**config.mk**
```make
export PLATFORM = sky130hd
export DESIGN_NAME = fetch_unit
export DESIGN_NICKNAME = d
export VERILOG_FILES = /design/src/rtl/fetch_unit_pkg.sv /design/src/rtl/fetch_skid_buffer.sv /design/src/rtl/fetch_unit.sv
export SDC_FILE = /design/constraint.sdc
export NUM_CORES = 1
export LEC_CHECK = 0
export BUFFER_PORTS_ARGS = -buffer_cell sky130_fd_sc_hd__buf_4
export CAP_MARGIN = 20
export CORE_MARGIN = 5
export CORE_UTILIZATION = 50
export DETAILED_ROUTE_END_ITERATION = 10
export GPL_TIMING_DRIVEN = 1
export PLACE_DENSITY = 0.73
export RECOVER_POWER = 25
export SYNTH_ARGS = -nofsm -noshare
export SYNTH_HDL_FRONTEND = slang
export SYNTH_SLANG_ARGS = --single-unit
```
**constraint.sdc**
```tcl
create_clock -name clk -period 2.89 [get_ports clk]
set_input_delay 0.289 -clock clk [delete_from_list [all_inputs] [get_ports clk]]
set_output_delay 0.289 -clock clk [all_outputs]
set_load 0.005 [all_outputs]
```
**src/rtl/fetch_unit_pkg.sv**
```systemverilog
// Shared fetch/decode definitions: FSM state encoding, NOP word, PC step and opcode field layout.
package fetch_unit_pkg;

    typedef enum logic [1:0] {
        S_IDLE = 2'd0,
        S_REQ  = 2'd1,
        S_PEND = 2'd2,
        S_DROP = 2'd3
    } fetch_state_e;

    localparam logic [31:0] NOP_WORD = 32'h0000_0000;
    localparam int unsigned PC_INCR  = 4;

    localparam int unsigned OPC_MSB = 31;
    localparam int unsigned OPC_LSB = 26;

    localparam logic [5:0] OP_RTYPE = 6'b000000;
    localparam logic [5:0] OP_LW    = 6'b100011;
    localparam logic [5:0] OP_SW    = 6'b101011;
    localparam logic [5:0] OP_ADDI  = 6'b001000;
    localparam logic [5:0] OP_BNE   = 6'b000101;

    function automatic logic [5:0] opcode_of(input logic [31:0] instr);
        return instr[OPC_MSB:OPC_LSB];
    endfunction

endpackage

```
**src/rtl/fetch_skid_buffer.sv**
```systemverilog
// One-entry {instr, pc} holding register for a fetched word that decode could not take yet.
module fetch_skid_buffer
    import fetch_unit_pkg::*;
#(
    parameter int unsigned ADDR_W = 32
) (
    input  logic              clk,
    input  logic              rst,
    input  logic              load_i,
    input  logic              unload_i,
    input  logic              clear_i,
    input  logic [31:0]       instr_i,
    input  logic [ADDR_W-1:0] pc_i,
    output logic              valid_o,
    output logic [31:0]       instr_o,
    output logic [ADDR_W-1:0] pc_o
);

    logic              valid_q;
    logic [31:0]       instr_q;
    logic [ADDR_W-1:0] pc_q;

    // Clear beats load beats unload; data is only captured on load.
    always_ff @(posedge clk) begin
        if (rst) begin
            valid_q <= 1'b0;
            instr_q <= NOP_WORD;
            pc_q    <= {ADDR_W{1'b0}};
        end else if (clear_i) begin
            valid_q <= 1'b0;
        end else if (load_i) begin
            valid_q <= 1'b1;
            instr_q <= instr_i;
            pc_q    <= pc_i;
        end else if (unload_i) begin
            valid_q <= 1'b0;
        end else begin
            valid_q <= valid_q;
        end
    end

    assign valid_o = valid_q;
    assign instr_o = instr_q;
    assign pc_o    = pc_q;

endmodule

```
**src/rtl/fetch_unit.sv**
```systemverilog
// Instruction-fetch stage with IF/ID register: req/ack fetch FSM, decode stall and branch redirect.
module fetch_unit
    import fetch_unit_pkg::*;
#(
    parameter int unsigned       ADDR_W    = 32,
    parameter logic [ADDR_W-1:0] RESET_PC  = {ADDR_W{1'b0}},
    parameter logic [31:0]       NOP_INSTR = NOP_WORD
) (
    input  logic              clk,
    input  logic              rst,
    output logic              imem_req,
    output logic [ADDR_W-1:0] imem_addr,
    input  logic              imem_ack,
    input  logic [31:0]       imem_rdata,
    input  logic              stall,
    input  logic              redirect,
    input  logic [ADDR_W-1:0] redirect_pc,
    output logic              if_valid,
    output logic [31:0]       if_instr,
    output logic [5:0]        if_opcode,
    output logic [ADDR_W-1:0] if_pc,
    output logic [ADDR_W-1:0] if_pc_plus4
);

    localparam logic [ADDR_W-1:0] INCR = ADDR_W'(PC_INCR);

    fetch_state_e      state_q, state_d;
    logic [ADDR_W-1:0] pc_q, pc_d, target_q, target_d;
    logic              req_q, req_d;
    logic [ADDR_W-1:0] addr_q, addr_d;
    logic              valid_q, valid_d;
    logic [31:0]       instr_q, instr_d;
    logic [ADDR_W-1:0] ifpc_q, ifpc_d, ifpc4_q, ifpc4_d;

    logic              slot_free_s, consumed_s;
    logic              skid_load_s, skid_unload_s, skid_clear_s, skid_valid_s;
    logic [31:0]       skid_instr_s;
    logic [ADDR_W-1:0] skid_pc_s;

    assign consumed_s  = valid_q && !stall;
    assign slot_free_s = !valid_q || !stall;

    fetch_skid_buffer #(.ADDR_W(ADDR_W)) u_skid (
        .clk      (clk),
        .rst      (rst),
        .load_i   (skid_load_s),
        .unload_i (skid_unload_s),
        .clear_i  (skid_clear_s),
        .instr_i  (imem_rdata),
        .pc_i     (pc_q),
        .valid_o  (skid_valid_s),
        .instr_o  (skid_instr_s),
        .pc_o     (skid_pc_s)
    );

    // Next-state: fetch FSM, IF/ID load/consume, then redirect overriding everything.
    always_comb begin
        state_d       = state_q;
        pc_d          = pc_q;
        target_d      = target_q;
        valid_d       = valid_q;
        instr_d       = instr_q;
        ifpc_d        = ifpc_q;
        ifpc4_d       = ifpc4_q;
        skid_load_s   = 1'b0;
        skid_unload_s = 1'b0;
        skid_clear_s  = 1'b0;

        if (consumed_s) begin
            valid_d = 1'b0;
            instr_d = NOP_INSTR;
        end else begin
            valid_d = valid_q;
        end

        case (state_q)
            S_IDLE: state_d = S_REQ;
            S_REQ: begin
                if (imem_ack) begin
                    if (slot_free_s) begin
                        valid_d = 1'b1;
                        instr_d = imem_rdata;
                        ifpc_d  = pc_q;
                        ifpc4_d = pc_q + INCR;
                    end else begin
                        skid_load_s = 1'b1;
                        state_d     = S_PEND;
                    end
                    pc_d = pc_q + INCR;
                end else begin
                    state_d = S_REQ;
                end
            end
            S_PEND: begin
                // An empty skid here can only follow a flush; just resume fetching.
                if (!skid_valid_s) begin
                    state_d = S_REQ;
                end else if (slot_free_s) begin
                    valid_d       = 1'b1;
                    instr_d       = skid_instr_s;
                    ifpc_d        = skid_pc_s;
                    ifpc4_d       = skid_pc_s + INCR;
                    skid_unload_s = 1'b1;
                    state_d       = S_REQ;
                end else begin
                    state_d = S_PEND;
                end
            end
            S_DROP: begin
                if (imem_ack) begin
                    pc_d    = target_q;
                    state_d = S_REQ;
                end else begin
                    state_d = S_DROP;
                end
            end
            default: state_d = S_IDLE;
        endcase

        if (redirect) begin
            valid_d       = 1'b0;
            instr_d       = NOP_INSTR;
            skid_load_s   = 1'b0;
            skid_unload_s = 1'b0;
            skid_clear_s  = 1'b1;
            case (state_q)
                S_REQ, S_DROP: begin
                    // The outstanding fetch must still complete before the target can go out.
                    if (imem_ack) begin
                        pc_d    = redirect_pc;
                        state_d = S_REQ;
                    end else begin
                        pc_d     = pc_q;
                        target_d = redirect_pc;
                        state_d  = S_DROP;
                    end
                end
                default: begin
                    pc_d    = redirect_pc;
                    state_d = S_REQ;
                end
            endcase
        end else begin
            skid_clear_s = 1'b0;
        end

        req_d  = (state_d == S_REQ) || (state_d == S_DROP);
        addr_d = pc_d;
    end

    // State, PC and IF/ID registers; request outputs registered from next state.
    always_ff @(posedge clk) begin
        if (rst) begin
            state_q  <= S_IDLE;
            pc_q     <= RESET_PC;
            target_q <= RESET_PC;
            req_q    <= 1'b0;
            addr_q   <= RESET_PC;
            valid_q  <= 1'b0;
            instr_q  <= NOP_INSTR;
            ifpc_q   <= RESET_PC;
            ifpc4_q  <= RESET_PC + INCR;
        end else begin
            state_q  <= state_d;
            pc_q     <= pc_d;
            target_q <= target_d;
            req_q    <= req_d;
            addr_q   <= addr_d;
            valid_q  <= valid_d;
            instr_q  <= instr_d;
            ifpc_q   <= ifpc_d;
            ifpc4_q  <= ifpc4_d;
        end
    end

    assign imem_req    = req_q;
    assign imem_addr   = addr_q;
    assign if_valid    = valid_q;
    assign if_instr    = instr_q;
    assign if_opcode   = opcode_of(instr_q);
    assign if_pc       = ifpc_q;
    assign if_pc_plus4 = ifpc4_q;

endmodule

```
* Yosys cells after proc, flatten, opt, wreduce, memory -nomap -nowiden *
Index checks and enable logic that the tools add are counted.

word-level totals
  output and inout port bits = 136
  bits of input ports = 69
  word-level logic and storage cells = 89
  register bits after elaboration = 229

operators by class
  bitwise operators = 2
  reduce and logical (&&, ||, !) cells = 16
  $add $sub $neg = 2
  mux-type cells = 46
  equal/unequal tests = 12

operator list
  kind                     number
  $mux W32                 18
  $pmux W32 S2             4
  $add A32 B3 Y32 const B  2
  $mux W1                  15
  $mux W2                  7
  $ne A3 B3 Y1 const B     3
  $pmux W2 S4              1
  $eq A2 B2 Y1 const B     3
  $ne A2 B2 Y1 const B     3
  $reduce_or A2 Y1         3
  $reduce_and A5 Y1        1
  $eq A2 B1 Y1 const B     2
  $reduce_and A4 Y1        1
  $reduce_bool A2 Y1       2
  $reduce_and A3 Y1        1
  $reduce_bool A3 Y1       1
  $logic_not A1 Y1         2
  $logic_not A2 Y1         1
  $logic_or A1 B1 Y1       2
  $ne A2 B1 Y1 const B     1
  $not A1 Y1               2
  $pmux W1 S2              1
  $reduce_and A2 Y1        1
  $logic_and A1 B1 Y1      1

* Logic depth before layout (Yosys ltp) *
  depth in word-level cells = 8
  gate-level depth with buffers = 9
  gate-level depth less buffers = 7

* Hierarchy *
Synthesis repeated with hierarchy kept, for this count alone.

second synthesis, totals
  cell total of the unflattened synthesis = 1,519
  area total of the unflattened synthesis = 12,539.5 um^2

modules (own cells, without submodules)
  module             times used  seq. area each (um^2)  area each (um^2)  cells each
  fetch_unit         1           3,223.1                9,271.4           1,223
  fetch_skid_buffer  1           1,301.2                3,268.1           296

* Worst setup path after synthesis *
Ideal clock, no wire load.

  kind = reg2reg
  start point = reg u_skid.pc_q[3] (netlist: u_skid.pc_o[3])
  end point = reg ifpc4_q[30] (netlist: if_pc_plus4[30])
  required time = 2.830 ns
  library setup time = 0.060 ns
  arrival = 2.087 ns
  path slack = 0.743 ns
  buffers on the path = 1
  cell stages (with the launch flop) = 8
  clock period less this slack = 2.147 ns
  cells stage by stage = dfxtp_1 -> ha_1 -> nand3_2 -> or4_1 -> buf_2 -> or4_1 -> a21oi_1 -> a221o_1

on the way
  longest elaborated chain between the ends = 4

ends and longest elaborated chain
  element                   RTL line                 source
  start: declaration        fetch_skid_buffer.sv:21  logic [ADDR_W-1:0] pc_q;
  start signal: assignment  fetch_skid_buffer.sv:28  pc_q <= {ADDR_W{1'b0}};
  start signal: assignment  fetch_skid_buffer.sv:34  pc_q <= pc_i;
  $add A32 B3 Y32           fetch_unit.sv:102        ifpc4_d = skid_pc_s + INCR;
  $mux W32                  fetch_unit.sv:98         end else if (slot_free_s) begin
  $mux W32                  fetch_unit.sv:96         if (!skid_valid_s) begin
  $pmux W32 S2              fetch_unit.sv:76         case (state_q)
  end signal: assignment    fetch_unit.sv:162        ifpc4_q <= RESET_PC + INCR;
  end signal: assignment    fetch_unit.sv:172        ifpc4_q <= ifpc4_d;
  end: declaration          fetch_unit.sv:33         logic [ADDR_W-1:0] ifpc_q, ifpc_d, ifpc4_q, ifpc4_d;

Every way passes these cells. The select of a mux whose other input is x is not followed.
A chain may end at the register's enable or synchronous reset.

* Final worst setup path *
  start point = reg state_q[0]
  end point = reg ifpc4_q[25] (netlist: if_pc_plus4[25])

on the way
  longest elaborated chain between the ends = 3
  elaborated cells between the ends (all ways) = 9
  classes of those cells = 6 x eq/ne; 1 x mux; 2 x reduce/logical

ends and longest elaborated chain
  element                                                      RTL line           source
  start: declaration                                           fetch_unit.sv:27   fetch_state_e state_q, state_d;
  start signal: assignment                                     fetch_unit.sv:164  state_q <= state_d;
  $eq A2 B2 Y1 or $eq A2 B1 Y1 (tied branches)                 fetch_unit.sv:76
  $ne A2 B1 Y1 (no source line), or another cell as far along  -
  $reduce_and A5 Y1 (no source line)                           -

Several ways; a longest one is shown, not always the timed one.

==> flow_summary.toml <==
[status]
outcome = "finished clean"

[clock_tree]
clock-root-buffer = "clkbuf_16"
clkSinkCount = 226
clk-insertion-delay-late_ns = 0.52
ctsResizeCount = 0
cts_buffer_depth = 3
cts-buffers-inserted = 25
cts_setup_buffers = 0
cts_tree = "yes"
h-tree-depth = 1
cts.reportedPaths.clkPinSlew_ns = 0.06
cts_hold_buf = 0

[synthesis]
syn_nets = 1602
synth_commonest_cells = "375 x nand2_1, 226 x dfxtp_1, 149 x a21oi_1"
syn-cell-area_mm2 = 0.0115
yosysWarnings = 0
synth_fa_ha_area_share_pct = 0.652
yosysMostFrequentCell = "nand2_1"
ys_seq_elements = 226
async_flop_share_pct = 0
yosys.area.top_type = "dfxtp_1"
synth_top_family_by_area = "compound AO/OA/AOI/OAI gates"
synth_edf_count = 0
synth_cell_type_count = 67
synth_simple_gate_area_share_pct = 23.0
synthMuxAreaShare_pct = 3.93
synth-xor-area-share_pct = 2.36
yosysSeqAreaShare_pct = 39.3
synthCells = 1527
synth_top_area_share_pct = 39.3
synth_area_leaders = "dfxtp_1 39%, nand2_1 12%, a21oi_1 6.5%"
synth.avg_cell_area_um2 = 7.54
synth-compound-area-share_pct = 24.9
ys.flop_type = "dfxtp_1"

[pwr]
power_density_mw_per_mm2 = 555
p_sw_share_pct = 26.9
p_leak_uw = 0.00501
p_sw_uw = 2090
power_frac_seq_pct = 44.2
ir_drop_mv = 0.334
comb_power_share_pct = 14.6
clockPowerShare_pct = 41.1
p_int_uw = 5680

[floorplanning]
initial_utilization_pct = 50.9
fp.dieH_um = 162
placement_rows = 55
coreArea_mm2 = 0.0226
die_x_um = 162
die_area_mm2 = 0.0262
pin_count = 205

[setup_path]
cp_slowest_cell = "ha_4"
startpoint_type = "flop"
arrival_ns = 2.87
cp_cell_sequence = "inv_1, ha_4, o2bb2ai_1, nor3_4, buf_4, nor2_1, buf_4, a221o_1"
endpoint_kind = "flop"
cp_slowest_stage_delay_ns = 0.45
critPathRequiredTime_ns = 3.29
cp_common_cell = "buf_4"
critPathMaxFanout = 33
path_class = "flop to flop"

[place]
dp_cells = 1908
place_congestion = 0.944
portBuffers = 204
hpwl_um = 25700
dp_slack_ns = 0.445
place_area_mm2 = 0.0132

[finish]
syn_to_final_growth_pct = 21.5
layout.cells.non_filler = 1950
drive_above_1_share_pct = 17.5
fin_nets = 1725
fillCellCount = 2097
fin_area_mm2 = 0.0140
antenna_cells = 0

[sta]
worst_clock_skew_ns = 0.00733
setup_ws_ns = 0.418
setup_viol = 0
hold_viol = 0
finalCritPeriodShare_pct = 85.5
maxSlewViolCount = 0
worstMarginPinSlew_ns = 0.831
setup_tns_ns = 0
period_needed_ns = 2.47
hold_ws_ns = 0.0190
rsz0062_at_grt = "false"
max_freq_mhz = 404
slew_headroom_pct = 44.1

[route]
firstDrtPassIters = 6
wl_um = 37200
drtIter0Drc = 1282
wl_per_cell_um = 19.1
antenna_left = 0
drc_errors = 0
via_count = 11711
via_per_inst = 6.01

[global_route]
grt_max_degree = 104
grt_usage_pct = 27.0
grt_overflow = 0
antenna_found_initial = 0
grt_pass1_vias = 10676
grt_first_pass_wirelength_um = 58700

[min_path]
holdCritPathClass = "primary input to flop"

[job]
drv_cap = 0
## per-stage QoR
stage	util [%]	power, uW
2_1_floorplan	-	4080
3_3_place_gp	58.4	4620
3_5_place_dp	58.4	4640
4_1_cts	62.0	7800
5_1_grt	61.8	8070
6_report	61.8	7760
## registers in the layout (all words and copies together) (netlist names)
signal and cells:
if_instr 32, imem_addr 32, if_valid 1, target_q 32
state_q 2, u_skid.instr_o 32, u_skid.pc_o 32, if_pc 32
u_skid.valid_o 1, if_pc_plus4 30
## power groups by stage
| stage | logic, uW | clock network, uW | registers (uW) |
|---|---|---|---|
| 2_1_floorplan | 645 | 0 | 3440 |
| 3_3_place_gp | 1120 | 0 | 3490 |
| 3_5_place_dp | 1140 | 0 | 3500 |
| 4_1_cts | 1150 | 3220 | 3430 |
| 5_1_grt | 1240 | 3370 | 3450 |
| 6_report | 1140 | 3190 | 3430 |
## cell type report
cell class	instances	area (um2)	area share, %
multi-input combinational	1135	6370	45.6
tap	285	357	2.55
sequential	226	4520	32.3
clock inverter	4	76.3	0.546
timing repair buffer	246	1860	13.3
clock buffer	38	734	5.25
inverter	16	60.1	0.429
## final timing paths
check                   from         endpoint  slack (ns)  depth (start not counted)
max               state_q[0]  if_pc_plus4[25]        0.42                          8
min          redirect_pc[22]     target_q[22]        0.02                          3
max reg2reg       state_q[0]  if_pc_plus4[25]        0.42                          8
min reg2reg     target_q[12]     target_q[12]        0.45                          2
## placed cells by master, fill, tap and decap left out, types with 4 or more instances in the layout
master and instances:
clkbuf_1 19, and4_1 10, clkbuf_8 6, buf_12 5, o31ai_1 4, or3_1 9, a21oi_1 149, o22ai_1 5
xor2_1 7, inv_1 14, o2bb2ai_1 4, o21a_1 5, nand2_1 375, o211ai_1 21, clkbuf_4 78, buf_4 151
a221o_1 9, dfxtp_1 226, and3_1 12, nor3_1 22, a221oi_1 33, nor4_1 15, nand3_1 25, a311oi_1 5
nand2b_1 5, nand4_1 17, a211oi_1 68, ha_1 5, o21ai_0 106, mux2i_1 42, clkbuf_16 25, a31oi_1 12
o32ai_1 6, nor2_1 75, xnor2_1 24, or4_1 7
## metal layers
layer | wire (um) | track usage (%) | vias to the layer above
met5 | 0 | 0 | -
met1 | 17000 | 40.5 | 5437
met4 | 854 | 6.34 | 0
li1 | - | - | 5689
met3 | 3160 | 3.83 | 64
met2 | 16200 | 41.2 | 521
## critical path, delay by kind of cell (launching register included)
kind | cells | cell delay [ns]
adders and majority gates | 1 | 0.45
AOI/OAI and AO/OA | 2 | 0.58
and+or+nand+nor | 2 | 0.28
buffers and inverters | 3 | 0.68
DFF | 1 | 0.35
## kinds of logic (layout without fill, tap and decap cells)
group                      after synthesis  after routing
and+or+nand+nor                        599            599
buffers and inverters                  166            304
AOI/OAI and AO/OA                      454            454
muxes                                   45             45
DFF                                    226            226
xor gates and xnor gates                31             31
adders and majority gates                6              6
(Power assumes the default switching activity.)
